### src/rtl/auto_shift_controller_if.sv
// Sample-stream and control bundle between the acquisition datapath and the
// automatic shift controller.
interface auto_shift_controller_if #(
  parameter int DATA_WIDTH  = 16,
  parameter int TOTAL_WIDTH = 48
);
  localparam int SW = $clog2(TOTAL_WIDTH) + 1;

  logic signed [DATA_WIDTH-1:0] in_data;
  logic                         in_valid;
  logic                         auto_en;
  logic [SW-1:0]                shift_manual;
  logic [SW-1:0]                shift;
  logic [DATA_WIDTH-2:0]        peak;
  logic                         window_done;
  logic                         shift_changed;

  modport master (
    output in_data, in_valid, auto_en, shift_manual,
    input  shift, peak, window_done, shift_changed
  );

  modport slave (
    input  in_data, in_valid, auto_en, shift_manual,
    output shift, peak, window_done, shift_changed
  );
endinterface

### src/rtl/auto_shift_controller.sv
// Closed-loop shift controller: measures the peak magnitude of each window of
// valid samples and slews the shifter's shift one step per window toward the headroom target.
module auto_shift_controller #(
  parameter int DATA_WIDTH  = 16,
  parameter int TOTAL_WIDTH = 48,
  parameter int WINDOW_LOG2 = 10,
  parameter int BASE_SHIFT  = 16,
  parameter int MIN_SHIFT   = 0
) (
  input logic                   clk,
  input logic                   resetn,
  auto_shift_controller_if.slave bus
);
  localparam int SW = $clog2(TOTAL_WIDTH) + 1;
  localparam int MW = DATA_WIDTH - 1;

  typedef enum logic [1:0] {MANUAL, ACCUM, UPDATE} state_t;

  state_t                 state_reg;
  logic [WINDOW_LOG2-1:0] cnt_reg;
  logic [MW-1:0]          run_max_reg;
  logic [MW-1:0]          peak_reg;
  logic [SW-1:0]          shift_reg;
  logic                   window_done_reg;
  logic                   shift_changed_reg;

  logic [MW-1:0]          mag;
  logic [MW-1:0]          win_max;
  logic [SW-1:0]          manual_clamped;
  logic [SW-1:0]          shift_next;
  int                     msb_idx;
  int                     req;

  // One's-complement magnitude: XOR with the sign bit, no adder on the sample path.
  genvar gi;
  generate
    for (gi = 0; gi < MW; gi++) begin : g_mag
      assign mag[gi] = bus.in_data[DATA_WIDTH-1] ^ bus.in_data[gi];
    end
  endgenerate

  assign win_max        = (mag > run_max_reg) ? mag : run_max_reg;
  assign manual_clamped = (bus.shift_manual > SW'(TOTAL_WIDTH)) ? SW'(TOTAL_WIDTH) : bus.shift_manual;

  // msb_idx = -1 for a zero peak makes headroom come out as DATA_WIDTH-1 uniformly.
  always_comb begin
    msb_idx = -1;
    for (int i = 0; i < MW; i++) begin
      if (peak_reg[i]) msb_idx = i;
    end
    req = BASE_SHIFT - (DATA_WIDTH - 2 - msb_idx);
    if (req < MIN_SHIFT) req = MIN_SHIFT;
    shift_next = shift_reg;
    if (req > int'(shift_reg)) shift_next = shift_reg + SW'(1);
    else if (req < int'(shift_reg)) shift_next = shift_reg - SW'(1);
  end

  always_ff @(posedge clk) begin
    window_done_reg   <= 1'b0;
    shift_changed_reg <= 1'b0;
    if (!resetn) begin
      state_reg   <= bus.auto_en ? ACCUM : MANUAL;
      cnt_reg     <= '0;
      run_max_reg <= '0;
      peak_reg    <= '0;
      shift_reg   <= SW'(BASE_SHIFT);
    end else if (!bus.auto_en) begin
      state_reg   <= MANUAL;
      cnt_reg     <= '0;
      run_max_reg <= '0;
      shift_reg   <= manual_clamped;
    end else begin
      case (state_reg)
        MANUAL: begin
          state_reg   <= ACCUM;
          cnt_reg     <= '0;
          run_max_reg <= '0;
        end
        ACCUM: begin
          if (bus.in_valid) begin
            if (&cnt_reg) begin
              peak_reg        <= win_max;
              window_done_reg <= 1'b1;
              state_reg       <= UPDATE;
              cnt_reg         <= '0;
              run_max_reg     <= '0;
            end else begin
              cnt_reg     <= cnt_reg + WINDOW_LOG2'(1);
              run_max_reg <= win_max;
            end
          end
        end
        UPDATE: begin
          shift_reg         <= shift_next;
          shift_changed_reg <= (shift_next != shift_reg);
          // Sampling never pauses: a sample here opens the next window.
          cnt_reg           <= bus.in_valid ? WINDOW_LOG2'(1) : '0;
          run_max_reg       <= bus.in_valid ? mag : '0;
          state_reg         <= ACCUM;
        end
        default: state_reg <= MANUAL;
      endcase
    end
  end

  assign bus.shift         = shift_reg;
  assign bus.peak          = peak_reg;
  assign bus.window_done   = window_done_reg;
  assign bus.shift_changed = shift_changed_reg;
endmodule

### src/flat_wrapper.sv
// flat-port wrapper written by rule: the top's interface ports become plain ports
module auto_shift_controller_flat 
#(
  parameter int DATA_WIDTH  = 16,
  parameter int TOTAL_WIDTH = 48,
  parameter int WINDOW_LOG2 = 10,
  parameter int BASE_SHIFT  = 16,
  parameter int MIN_SHIFT   = 0
)
  (clk, resetn, bus_in_data, bus_in_valid, bus_auto_en, bus_shift_manual, bus_shift, bus_peak, bus_window_done, bus_shift_changed);
  auto_shift_controller_if #(.DATA_WIDTH(DATA_WIDTH), .TOTAL_WIDTH(TOTAL_WIDTH)) bus_i ();
  input logic clk;
  input logic resetn;
  input wire logic [$bits(bus_i.in_data)-1:0] bus_in_data;
  input wire logic [$bits(bus_i.in_valid)-1:0] bus_in_valid;
  input wire logic [$bits(bus_i.auto_en)-1:0] bus_auto_en;
  input wire logic [$bits(bus_i.shift_manual)-1:0] bus_shift_manual;
  output wire logic [$bits(bus_i.shift)-1:0] bus_shift;
  output wire logic [$bits(bus_i.peak)-1:0] bus_peak;
  output wire logic [$bits(bus_i.window_done)-1:0] bus_window_done;
  output wire logic [$bits(bus_i.shift_changed)-1:0] bus_shift_changed;
  assign bus_i.in_data = bus_in_data;
  assign bus_i.in_valid = bus_in_valid;
  assign bus_i.auto_en = bus_auto_en;
  assign bus_i.shift_manual = bus_shift_manual;
  assign bus_shift = bus_i.shift;
  assign bus_peak = bus_i.peak;
  assign bus_window_done = bus_i.window_done;
  assign bus_shift_changed = bus_i.shift_changed;
  auto_shift_controller #(.DATA_WIDTH(DATA_WIDTH), .TOTAL_WIDTH(TOTAL_WIDTH), .WINDOW_LOG2(WINDOW_LOG2), .BASE_SHIFT(BASE_SHIFT), .MIN_SHIFT(MIN_SHIFT)) u_core (.clk(clk), .resetn(resetn), .bus(bus_i));
endmodule
### config.mk
export PLATFORM = sky130hd
export DESIGN_NAME = auto_shift_controller_flat
export DESIGN_NICKNAME = d
export VERILOG_FILES = /design/src/rtl/auto_shift_controller_if.sv /design/src/rtl/auto_shift_controller.sv /design/src/flat_wrapper.sv
export SDC_FILE = /design/constraint.sdc
export NUM_CORES = 1
export LEC_CHECK = 0
export BUFFER_PORTS_ARGS = -buffer_cell sky130_fd_sc_hd__buf_4
export CAP_MARGIN = 30
export CORE_UTILIZATION = 35
export CTS_CLUSTER_DIAMETER = 100
export DETAILED_ROUTE_END_ITERATION = 10
export PLACE_DENSITY = 0.58
export SLEW_MARGIN = 20
export SYNTH_ARGS = -nofsm -noshare
export SYNTH_HDL_FRONTEND = slang
export SYNTH_SLANG_ARGS = --single-unit
export TNS_END_PERCENT = 5
### constraint.sdc
create_clock -name clk -period 3.55 [get_ports clk]
set_input_delay 0.71 -clock clk [delete_from_list [all_inputs] [get_ports clk]]
set_output_delay 0.71 -clock clk [all_outputs]
set_load 0.02 [all_outputs]
==> flow_summary.ini <==
[critical_path]
critPathLaunchType = flip-flop
path_delay_family = simple AND/OR/NAND/NOR gates
crit_fanout = 6
critical_path_class = flip-flop to flip-flop
reg2regPathDepth = 17
crit_path_max_incr_delay_ps = 360
path_depth = 17
r2r_slack_ps = 240
cp_data_required_time_ps = 3780
crit_buf_inv = 2
path_cells = buf_4, nor4_2, o21ai_0, nand2_1, ha_1, nand2_2, ha_4, nor2_1, ha_1, and4_1, a21oi_1, o41ai_2, buf_4, a211oi_2, nand3_1, nand3_1, nor3b_1
cpMaxStageDelayCell = nor4_2
arrival_ps = 3540
reg2reg_to = u_core.bus.shift[6]
r2r_start = u_core.bus.peak[2]
critPathCaptureType = flip-flop

[timing]
post-route-period-util_pct = 93.35
final_max_slew_viol_count = 0
post-route-min-period_ps = 3314
fin_skew_ps = 11.56
finalHoldViolations = 0
rsz0062_at_grt = false
setup_slack_ps = 236.1
slew_headroom_pct = 62.09
final-setup-viol-count = 0
worst_pin_slew_ps = 564.8
fmax_ghz = 0.3018

[synthesis]
synth_xor_area_share_pct = 6.813
synth-adder-area-share_pct = 14.06
synth-compound-area-share_pct = 18.28
synthSimpleGateAreaFrac_pct = 18.46
yosys-mux-area-fraction_pct = 5.047
synth.area.top_cells = dfxtp_1, ha_1, inv_1
yosysUniqueCellTypes = 52
syn-cell-area_um2 = 3471
synth_top_cell_by_area = dfxtp_1
async_flop_share_pct = 0
synth_fp_nets = 492
ys.flop_type = dfxtp_1
synthCells = 426
yosysWarnings = 0
seq_area_frac_synth_pct = 29.99
synth_top_family_by_area = simple AND/OR/NAND/NOR gates
syn_avg_cell_area_um2 = 8.147
ys_ff_latch = 51
netlist.area_leader.share_pct = 28.26
synth_edf_count = 2

[hold_path]
hold_path_depth = 2
hold_path.class = flip-flop to flip-flop
hp-start = u_core.cnt_reg[1]
hold_end = u_core.cnt_reg[1]

[die]
die_area_um2 = 10320
die_y_um = 101.6
io_pins = 51
start_util_pct = 36.86
die_x_um = 101.6
core_um2 = 9415
row_count = 35

[global_route]
antenna_found_initial = 0
grt_use_met1_pct = 20.38
overflow = 0
grt_max_degree = 17
grt_util_met3_pct = 2.346
met2_usage_pct = 28.12
grt_pass1_vias = 2889
grt_usage_pct = 16.04
busiest_layer = met2
grt_pass1_wl_um = 13170

[placement]
port_buffers = 50
place_ws_ps = -66.40
dp_hpwl_um = 6289
place_congestion = 0.8479

[power_and_ir_drop]
power_frac_comb_pct = 22.8
p_per_area_nw_per_um2 = 309.1
power.leakage_nw = 1.818
p_int_w = 0.0009348
swShare_pct = 28.60
p_seq_share_pct = 46.0
p_clk_share_pct = 31.2
ir_worst_vdd_mv = 0.1427
power_switching_w = 0.0003744

[drt]
drtIter0Drc = 112
viasPerCell = 4.912
drc = 0
vias = 3021
ant_nets = 0
totalWireLength_um = 7933
routedWlPerCell_um = 12.90
drt-pass1-iter-count = 4

[layout]
fill_cells = 955
final_util_pct = 44.98
nets = 551
multi_input_area_um2 = 2223
area_delta_synth_final_pct = 22.03
drive_gt1_share_pct = 19.55
seqCellArea_um2 = 1045
n_antenna_cell = 0

[clocking]
cts.clk_slew.worst_paths_ps = 100
postCtsSetupBuffers = 0
cts_made_buffers = 5
cts-root-buf = clkbuf_8
insertion_delay_ps = 310
cts_buffer_depth = 2
cts_tree = done
cts.sinks = 51
h-tree-depth = 2

[run]
max_cap_viol_count = 0

[status]
outcome = complete, no violations
-- layout make-up --
type                       instances  area share (%)
clock buffer                       6           1.713
clock inverter                     2          0.8863
inverter                          54           4.786
multi-input combinational        309           52.50
sequential                        51           24.67
tap                              129           3.811
timing repair buffer              64           11.64
-- Yosys cell counts, types with 4 or more instances --
library cell and number:
ha_1 39, nor2_1 31, xnor2_1 8, a21oi_1 28
a211oi_1 4, o2bb2ai_1 15, nand3_1 17, o21ai_0 25
mux2i_1 16, xor2_1 19, inv_1 53, nor2b_1 5
dfxtp_1 49, nor3_1 6, clkbuf_1 7, nand2_1 46
-- worst max-delay path by stage --
stage / from / to
floorplan: u_core.bus.peak[0] / u_core.bus.shift[2]
global placement: u_core.bus.peak[2] / u_core.bus.shift[2]
detailed placement: u_core.bus.peak[0] / u_core.bus.shift[2]
CTS: u_core.bus.peak[0] / u_core.bus.shift[6]
global route: u_core.bus.peak[2] / u_core.bus.shift[2]
finish: u_core.bus.peak[2] / u_core.bus.shift[6]
-- power by group through the flow --
| stage | Sequential, W | Clock, W | Combinational (W) |
|---|---|---|---|
| after detailed placement | 0.000615 | 0 | 0.000297 |
| after CTS | 0.000602 | 0.000424 | 0.000298 |
| after global routing | 0.000604 | 0.000445 | 0.000332 |
| final | 0.000602 | 0.000408 | 0.000299 |
| after global placement | 0.000615 | 0 | 0.000295 |
| after floorplan | 0.000618 | 0 | 0.000196 |
-- stage by stage --
stage / area, µm² / setup TNS [ps] / instances / power (W) / hold WS [ps]
2_1_floorplan: 3472 / 0 / 426 / 0.0008137 / 453.2
3_3_place_gp: 4073 / 0 / 607 / 0.0009095 / 464.7
3_5_place_dp: 4073 / -72.82 / 607 / 0.0009123 / 472.8
4_1_cts: 4193 / 0 / 615 / 0.001324 / 486.4
5_1_grt: 4235 / 0 / 615 / 0.001382 / 495.7
6_report: 4235 / 0 / 615 / 0.001309 / 485.2
-- kinds of logic after synthesis --
kind of cell	Yosys count
compound gates	95
xor+xnor	27
fa+ha+maj	39
buf+inv	66
flops	51
mux	17
simple gates	131
-- cells in the final DEF, fill, tap and decap left out, types with 2 or more instances in the layout --
cell type | Yosys | routed
a21oi_1 | 28 | 28
nand2_1 | 46 | 45
o2bb2ai_1 | 15 | 15
a32o_1 | 2 | 2
and2_1 | 2 | 2
nor2_1 | 31 | 31
mux2i_1 | 16 | 16
o21ai_1 | 2 | 3
xor2_1 | 19 | 19
inv_1 | 53 | 53
o31ai_1 | 3 | 3
ha_4 | 0 | 2
nor3b_1 | 2 | 2
dfxtp_1 | 49 | 46
nand2b_1 | 2 | 2
nor4_2 | 3 | 3
o21ai_0 | 25 | 23
a211oi_1 | 4 | 2
buf_4 | 1 | 63
nor3_1 | 6 | 6
and3_1 | 2 | 2
a21o_1 | 3 | 3
clkbuf_8 | 0 | 5
dfxtp_2 | 0 | 3
nand4_1 | 3 | 3
xnor2_1 | 8 | 8
nand2_2 | 2 | 3
ha_1 | 39 | 37
nand3_1 | 17 | 17
nor4_1 | 2 | 2
edfxtp_1 | 2 | 2
and4_1 | 3 | 3
nor2b_1 | 5 | 5
a2111oi_0 | 2 | 2
a211oi_2 | 0 | 2
-- worst min-delay path, cell delays in order, from the launching register on --
cell and delay, ps:
dfxtp_1 340, nand2_1 60, a21oi_1 50
-- metal layers --
layer,vias up,part of all wire (%),routed length [µm]
met2,40,48,3778
met5,-,0,0
met3,5,2.8,219
met1,1394,49,3857
met4,0,0.97,77
li1,1582,-,-
-- timing repair --
| item | in CTS | in global routing |
|---|---|---|
| hold buffers | 0 | 0 |
| pin swaps | 0 | 3 |
| endpoints found under the setup margin | 3 | 6 |
| cloned | 0 | 0 |
| resized for setup | 2 | 11 |
Note: power is estimated with default switching activity, not from simulation.
